### src/rtl/adc_capture_pkg.sv
// Shared types and constants for the ADC-to-BRAM capture stage.
package adc_capture_pkg;

  localparam int DEF_ADC_DW  = 64;
  localparam int DEF_BRAM_AW = 32;
  localparam int DEF_BRAM_DW = 64;
  localparam int DEF_DEPTH_L2 = 12;

  localparam int BYTES_PER_WORD = DEF_BRAM_DW / 8;

  localparam bit WIDTHS_MATCH = (DEF_ADC_DW == DEF_BRAM_DW);

  typedef enum logic [1:0] {
    ST_IDLE    = 2'd0,
    ST_CAPTURE = 2'd1,
    ST_DONE    = 2'd2
  } cap_state_e;

  function automatic bit widths_match(input int a, input int b);
    return a == b;
  endfunction

endpackage

### src/rtl/adc_capture_decim.sv
// Keep-one-of-(d+1) beat selector; the first beat after load is kept.
module adc_capture_decim
  import adc_capture_pkg::*;
(
  input  logic       clk,
  input  logic       rst_n,
  input  logic       load,
  input  logic [7:0] d,
  input  logic       beat,
  output logic       keep
);

  logic [7:0] d_q, d_d;
  logic [7:0] cnt_q, cnt_d;

  assign keep = beat && (cnt_q == 8'd0);

  always_comb begin
    d_d   = d_q;
    cnt_d = cnt_q;
    if (load) begin
      d_d   = d;
      cnt_d = 8'd0;
    end else if (beat) begin
      cnt_d = keep ? d_q : cnt_q - 8'd1;
    end
  end

  always_ff @(posedge clk or negedge rst_n) begin
    if (!rst_n) begin
      d_q   <= 8'd0;
      cnt_q <= 8'd0;
    end else begin
      d_q   <= d_d;
      cnt_q <= cnt_d;
    end
  end

endmodule

### src/rtl/adc_bram_capture.sv
// Records a programmed number of decimated ADC beats into BRAM.
// Never back-pressures the converter; writes land one cycle after the beat.
module adc_bram_capture
  import adc_capture_pkg::*;
#(
  parameter int ADC_AXIS_DATAWIDTH   = DEF_ADC_DW,
  parameter int BRAMTOHOST_ADDRWIDTH = DEF_BRAM_AW,
  parameter int BRAMTOHOST_DATAWIDTH = DEF_BRAM_DW,
  parameter int DEPTH_LOG2           = DEF_DEPTH_L2
) (
  input  logic                              aclk,
  input  logic                              aresetn,
  input  logic [ADC_AXIS_DATAWIDTH-1:0]     s_axis_tdata,
  input  logic                              s_axis_tvalid,
  output logic                              s_axis_tready,
  input  logic                              start,
  input  logic                              abort,
  input  logic [DEPTH_LOG2:0]               nsamples,
  input  logic [7:0]                        decim,
  output logic [BRAMTOHOST_ADDRWIDTH-1:0]   bram_addr,
  output logic [BRAMTOHOST_DATAWIDTH-1:0]   bram_din,
  output logic                              bram_en,
  output logic [BRAMTOHOST_DATAWIDTH/8-1:0] bram_we,
  output logic                              busy,
  output logic                              done,
  output logic [DEPTH_LOG2:0]               wcount
);

  localparam int BPW = BRAMTOHOST_DATAWIDTH / 8;
  localparam int CW  = DEPTH_LOG2 + 1;
  localparam int AW  = BRAMTOHOST_ADDRWIDTH;

  localparam logic [CW-1:0] NMAX = {1'b1, {DEPTH_LOG2{1'b0}}};
  localparam logic [CW-1:0] ONE  = 1;

  if (!widths_match(ADC_AXIS_DATAWIDTH, BRAMTOHOST_DATAWIDTH)) begin : g_bad_width
    $error("ADC and BRAM data widths differ");
  end

  cap_state_e state_q, state_d;

  logic [CW-1:0] n_q, n_d;
  logic [CW-1:0] wcount_q, wcount_d;
  logic [CW-1:0] n_clamp;
  logic          tready_q;
  logic          load;
  logic          beat;
  logic          keep;

  logic                            en_q;
  logic [BPW-1:0]                  we_q;
  logic [AW-1:0]                   addr_q;
  logic [BRAMTOHOST_DATAWIDTH-1:0] din_q;

  assign n_clamp = (nsamples > NMAX) ? NMAX : nsamples;

  // Once wcount reaches n the remaining beats are dropped until DONE.
  assign beat = (state_q == ST_CAPTURE) && s_axis_tvalid && tready_q
             && (wcount_q != n_q) && !abort;

  adc_capture_decim u_decim (
    .clk   (aclk),
    .rst_n (aresetn),
    .load  (load),
    .d     (decim),
    .beat  (beat),
    .keep  (keep)
  );

  always_comb begin
    state_d = state_q;
    n_d     = n_q;
    load    = 1'b0;
    unique case (state_q)
      ST_IDLE, ST_DONE: begin
        if (start) begin
          load    = 1'b1;
          n_d     = n_clamp;
          state_d = (n_clamp == '0) ? ST_DONE : ST_CAPTURE;
        end
      end
      ST_CAPTURE: begin
        if (wcount_q == n_q) state_d = ST_DONE;
      end
      default: state_d = ST_IDLE;
    endcase
    if (abort) begin
      state_d = ST_IDLE;
      n_d     = n_q;
      load    = 1'b0;
    end
  end

  always_comb begin
    wcount_d = wcount_q;
    if (load)      wcount_d = '0;
    else if (keep) wcount_d = wcount_q + ONE;
  end

  always_ff @(posedge aclk or negedge aresetn) begin
    if (!aresetn) begin
      state_q  <= ST_IDLE;
      n_q      <= '0;
      wcount_q <= '0;
      tready_q <= 1'b0;
    end else begin
      state_q  <= state_d;
      n_q      <= n_d;
      wcount_q <= wcount_d;
      tready_q <= 1'b1;
    end
  end

  // wcount doubles as the word index of the beat being kept.
  always_ff @(posedge aclk or negedge aresetn) begin
    if (!aresetn) begin
      en_q   <= 1'b0;
      we_q   <= '0;
      addr_q <= '0;
      din_q  <= '0;
    end else begin
      en_q <= keep;
      we_q <= keep ? '1 : '0;
      if (keep) begin
        addr_q <= AW'(wcount_q[DEPTH_LOG2-1:0]) * AW'(BPW);
        din_q  <= s_axis_tdata;
      end
    end
  end

  assign s_axis_tready = tready_q;
  assign bram_en       = en_q;
  assign bram_we       = we_q;
  assign bram_addr     = addr_q;
  assign bram_din      = din_q;
  assign busy          = (state_q == ST_CAPTURE);
  assign done          = (state_q == ST_DONE);
  assign wcount        = wcount_q;

endmodule
### config.mk
export PLATFORM = sky130hd
export DESIGN_NAME = adc_bram_capture
export DESIGN_NICKNAME = d
export VERILOG_FILES = /design/src/rtl/adc_capture_pkg.sv /design/src/rtl/adc_capture_decim.sv /design/src/rtl/adc_bram_capture.sv
export SDC_FILE = /design/constraint.sdc
export NUM_CORES = 1
export LEC_CHECK = 0
export BUFFER_PORTS_ARGS = -buffer_cell sky130_fd_sc_hd__buf_2
export CORE_MARGIN = 4
export CORE_UTILIZATION = 49
export DETAILED_ROUTE_END_ITERATION = 16
export PLACE_DENSITY = 0.82
export SLEW_MARGIN = 20
export SYNTH_ARGS = -nofsm -noshare
export SYNTH_HDL_FRONTEND = slang
export SYNTH_SLANG_ARGS = --single-unit
### constraint.sdc
create_clock -name aclk -period 3.5 [get_ports aclk]
set_input_delay 0.175 -clock aclk [delete_from_list [all_inputs] [get_ports aclk]]
set_output_delay 0.175 -clock aclk [all_outputs]
set_load 0.005 [all_outputs]
**Word-level counts from Yosys, hierarchy flattened**

Index checks and enable logic that the tools add are counted.

- Flip-flop bits (word level): 130
- Bits of input ports: 90
- Output and inout port bits: 121
- Word-level logic and storage cells: 49

- Add/sub/neg operators: 2
- Magnitude comparators: 1
- Eq/ne operators: 6
- Multiplexer cells: 15
- Bitwise gates (word level): 1
- Reductions and logical operators: 14

Operators by type and width:

| kind | number |
|---|---|
| 13-bit two-way mux | 3 |
| 8-bit two-way mux | 4 |
| 13-bit by 1-bit adder with 13-bit output (second input constant) | 1 |
| 13-bit equality test | 1 |
| 13-bit > comparator (second input constant) | 1 |
| 13-bit zero test | 1 |
| 13-bit inequality test | 1 |
| 8-bit zero test | 1 |
| 2-bit two-way mux | 4 |
| 8-bit by 1-bit subtractor with 8-bit output (second input constant) | 1 |
| 1-bit logical AND | 5 |
| 2-bit case mux with 2 select lines | 1 |
| 2-bit nonzero test | 2 |
| 1-bit two-way mux | 3 |
| 3-bit by 2-bit inequality test with 1-bit output (second input constant) | 1 |
| 3-bit inequality test (second input constant) | 1 |
| 3-bit AND reduction | 1 |
| 2-bit by 1-bit equality test with 1-bit output (second input constant) | 1 |
| 2-bit equality test (second input constant) | 1 |
| 2-bit zero test | 1 |
| 2-bit AND reduction | 1 |
| 2-bit OR reduction | 1 |
| 1-bit zero test | 1 |
| 1-bit inverter | 1 |

**Longest topological paths before layout**

- Word-level depth: 9
- Mapped depth: 10
- Depth with buffers taken out: 8

**Hierarchy**

A second synthesis with hierarchy kept.

- Cell total of the unflattened synthesis: 409
- Area, all modules: 5322.6 sq um

Modules (own cells, without submodules):

| module | instances | cells an instance | area an instance (sq um) | sequential area each (sq um) |
|---|---|---|---|---|
| adc_bram_capture | 1 | 328 | 4436.8 | 2652.5 |
| adc_capture_decim | 1 | 81 | 885.8 | 400.4 |

**Worst setup path before layout**

OpenSTA, ideal clock, no wires.

- Kind: flip-flop to flip-flop
- From: reg u_decim.cnt_q[0]
- To: reg wcount_q[5], in the netlist wcount[5]
- Setup time: 78 ps
- Arrival: 2415 ps
- Data required time: 3422 ps
- Setup slack: 1007 ps
- Stages on the path, launching flop included: 10
- Buffers on the path: 1
- Period minus slack after synthesis: 2493 ps
- Path through: dfrtp_1 inv_1 ha_1 or4b_1 buf_2 or4_4 nor2_4 o21ai_2 or4_1 a21oi_1

- Word-level cells in the longest chain between the ends: 3

RTL lines:

| item | line | RTL |
|---|---|---|
| from (decl) | adc_capture_decim.sv:14 | `logic [7:0] cnt_q, cnt_d;` |
| from (signal assigned) | adc_capture_decim.sv:35 | `cnt_q <= cnt_d;` |
| 8-bit zero test | adc_capture_decim.sv:16 | `assign keep = beat && (cnt_q == 8'd0);` |
| 1-bit logical AND | adc_capture_decim.sv:16 |  |
| 2-bit nonzero test (no line) | -- |  |
| to (signal assigned) | adc_bram_capture.sv:109 | `wcount_q <= wcount_d;` |
| to (decl) | adc_bram_capture.sv:43 | `logic [CW-1:0] wcount_q, wcount_d;` |

No other way between the ends.
A chain may end at the register's enable or synchronous reset.

**Worst setup path after layout**

- From: reg wcount_q[1], in the netlist wcount[1]
- To: reg din_q[37], in the netlist bram_din[37]

- Word-level cells in the longest chain between the ends: 4

RTL lines:

| item | line | RTL |
|---|---|---|
| 13-bit inequality test | adc_bram_capture.sv:59 | `&& (wcount_q != n_q) && !abort;` |
| 1-bit logical AND (2 in series) | adc_bram_capture.sv:59 |  |
| 1-bit logical AND | adc_capture_decim.sv:16 |  |
| to (signal assigned) | adc_bram_capture.sv:126 | `din_q <= s_axis_tdata;` |
| to (decl) | adc_bram_capture.sv:53 | `logic [BRAMTOHOST_DATAWIDTH-1:0] din_q;` |

No other way between the ends.

==> summary.txt <==
Worst setup path
  • Critical-path cell list: xor2_1 > nor4_1 > nand4_1 > o211ai_4 > buf_4 > mux2_2
  • Crit-path max cell delay: 0.61 ns
  • Worst path slowest cell: o211ai_4
  • Crit path max fanout: 35
  • Startpoint types: register
  • CP Data Required Time: 3.89 ns
  • Worst reg2reg path depth: 6
  • Critical Path Start: wcount[1]
  • WP data arrival: 3.49 ns
  • Crit Path Class: register to register
  • Worst setup EP type: register
  • R2R Path End: bram_din[37]
  • Launching point of the worst reg2reg path: wcount[1]
  • Critical Path Sink: bram_din[37]
  • R2r setup slk: 0.40 ns

Power
  • Int Power: 3740 uW
  • Psw: 1410 uW
  • Clock group share of total power: 34.8%
  • Power per cell area: 661 mW/mm2
  • Switching Fraction: 27.4%
  • Max VDD drop: 500 uV
  • Comb pwr share: 25.2%
  • Lkg Pwr: 0.00411 uW
  • Flop pwr share: 40.0%

Detailed routing
  • Routed Antenna Nets: 0
  • Via count: 4392
  • Initial DRC count: 195
  • DRT Pass-1 Iters: 4
  • Routed WL per cell: 17.7 um
  • Residual DRC count: 0
  • Final wirelength: 15100 um
  • Vias/cell: 5.15

Yosys
  • Register area share after synthesis: 57.2%
  • Mux cell area share after synthesis: 16.7%
  • Synthesized flop and latch total: 122
  • Gate Count Post-Synth: 427
  • Synth warn: 0
  • Syn Area/Cell: 12.5 um2
  • Post-synth top flop: dfrtp_1
  • Area share of xor/xnor cells in the synthesized design: 2.63%
  • EDFF count, synth: 0
  • Share of the synthesized area in the top cell type: 57.2%
  • Mapped Area: 0.00533 mm2
  • Largest cells by area after synthesis: dfrtp_1, mux2_2, buf_4, nand2_1, a22o_1
  • Async set or reset register ratio after synthesis: 100%
  • Yosys cell types: 45
  • Largest family of logic cells by synthesized area: multiplexers
  • Simple-gate area share of the yosys netlist: 9.36%
  • Synth Area in Compound Gates: 7.37%
  • Area leader, netlist: dfrtp_1
  • Post-Synth Adder-Cell Area: 0.469%

Floorplanning
  • Die Span Y: 112 um
  • IO Count: 211
  • Core footprint: 0.0105 mm2
  • Cell Rows: 37
  • Die footprint: 0.0126 mm2
  • DIE WIDTH: 112 um
  • Initial Util: 51.0%

Timing
  • Post-route setup TNS: 0 ns
  • Fmax: 322 MHz
  • Final critical-path required period: 3.10 ns
  • Setup violators final: 0
  • Final Skew: 0.00604 ns
  • Max-slew headroom: 38.4%
  • Hold Slack: 0.0306 ns
  • Measured slew at the worst slew-check pin: 0.923 ns
  • Fin. max-slew vios: 0
  • Final period util: 88.7%
  • RSZ-0062 raised after global routing: no
  • Final hold vios: 0

Clock tree
  • CTS Buf Count: 17
  • CTS Root Buffer Type: clkbuf_8
  • Clock-pin transition on the worst setup and hold timing paths: 0.06 ns
  • Sink Count: 122
  • H-tree depth: 4
  • Max clock buf depth: 2
  • CTS tree: yes
  • Skew-Pair Late Insertion Delay: 0.51 ns
  • CTS resizes: 0

Flow run
  • Max Cap Viol: 0

Min path
  • Hold Path Depth: 3
  • Hold Crit Class: input pin to register

Cells and area
  • Most frequent cells in the layout: buf_2, dfrtp_1, dlygate4sd3_1
  • Area Overhead vs Synth: 46.1%
  • Layout cells sized above 1: 42.9%
  • # fillers: 654
  • Final net count: 795
  • Commonest non-fill, non-tap cell in the layout: buf_2

Placed design
  • DP HPWL: 9360 um
  • Final GP Congestion: 0.792
  • Number of I/O port buffers: 190

GRT
  • Met2 usage: 43.1%
  • Gr usage total: 24.3%
  • Largest net degree at the start of global routing: 73
  • Wire length of the first global-routing pass: 24000 um
  • Met1 usage: 25.7%
  • Met3 Use GR: 5.50%
  • GR peak layer: met2
  • Vias in the first global route: 4766
  • Initial antenna violation count: 0
  • GRT overflow: 0

Outcome
  • Outcome: complete, no violations
per-layer routing:
layer  up-vias  wire (um)  part of all wire (%)
li1       2019          -                     -
met1      2142       5420                    36
met2       177       8090                    54
met3        54        764                   5.1
met4         0        814                   5.4
met5         -          0                     0
flip-flops by register name, summed over array words and instances, names as in the netlist:
signal / count
bram_din: 64
n_q: 13
u_decim.d_q: 8
bram_addr: 12
state_q: 2
u_decim.cnt_q: 8
s_axis_tready: 1
wcount: 13
bram_we: 1
cells by family (layout without fill, tap and decap cells):
group                      after synthesis  count (layout)
buffers and inverters                   53             321
adders and majority gates                2               2
DFF                                    122             122
and+or+nand+nor                         95              95
xor gates and xnor gates                16              16
muxes                                   80              80
AOI/OAI and AO/OA                       57              57
other                                    2              23
how the worst min path moves through the flow:
stage / start / to / slack, ns
floorplan: aresetn / bram_addr[10] / -0.12
global placement: aresetn / bram_din[16] / 0.34
detailed placement: aresetn / bram_din[18] / 0.37
CTS: start / state_q[1] / 0.004
global route: start / state_q[1] / 0.02
finish: start / state_q[1] / 0.03
final cells by class:
type	count	area [um2]	share of cell area (%)
clock inverter	8	143	1.83
multi-input combinational	271	2040	26.2
sequential	122	3050	39.2
timing repair buffer	284	1890	24.3
clock buffer	22	463	5.94
antenna	2	5.00	0.0642
tap	136	170	2.18
inverter	7	26.3	0.337
critical path, delay by kind of cell (launching register included):
family | cells | cell delay, ns
compound gates | 1 | 0.61
xor+xnor | 1 | 0.21
buf+inv | 1 | 0.50
flops | 1 | 0.46
mux | 1 | 0.42
simple gates | 2 | 0.76
power groups by stage:
stage | clock (uW) | combinational (uW) | sequential, uW
floorplan | 0 | 599 | 2070
CTS | 1810 | 1280 | 2040
detailed placement | 0 | 1200 | 2060
global route | 1880 | 1410 | 2110
global placement | 0 | 1140 | 2030
finish | 1790 | 1300 | 2060
metrics by stage:
stage | setup slack, ns | instances | power [uW] | instance area [um2] | util [%]
final | 0.396 | 852 | 5150 | 7790 | 74.5
after CTS | 0.429 | 850 | 5130 | 7790 | 74.5
after global routing | 0.218 | 850 | 5400 | 7790 | 74.5
after floorplan | 1.01 | 446 | 2660 | 5410 | -
after global placement | 0.691 | 732 | 3170 | 6300 | 60.2
after detailed placement | 0.514 | 732 | 3250 | 6300 | 60.2
cell usage after synthesis, types with 4 or more instances:
cell / count
dfrtp_1: 122
mux2_2: 74
nand2_1: 39
buf_4: 28
a21oi_1: 16
a22o_1: 12
xor2_1: 11
nor2_1: 10
buf_2: 9
clkbuf_1: 8
o21ai_0: 8
inv_1: 7
nor4_1: 7
or4_1: 7
mux2i_1: 6
nand3_1: 6
nor3_1: 6
o31ai_1: 5
xnor2_1: 5
a21o_1: 4
or3_1: 4
timing repair:
action	in CTS	in global routing
hold buffers	88	0
endpoints found under the hold margin	158	0
setup buffers	0	0
(Power assumes the default switching activity.)
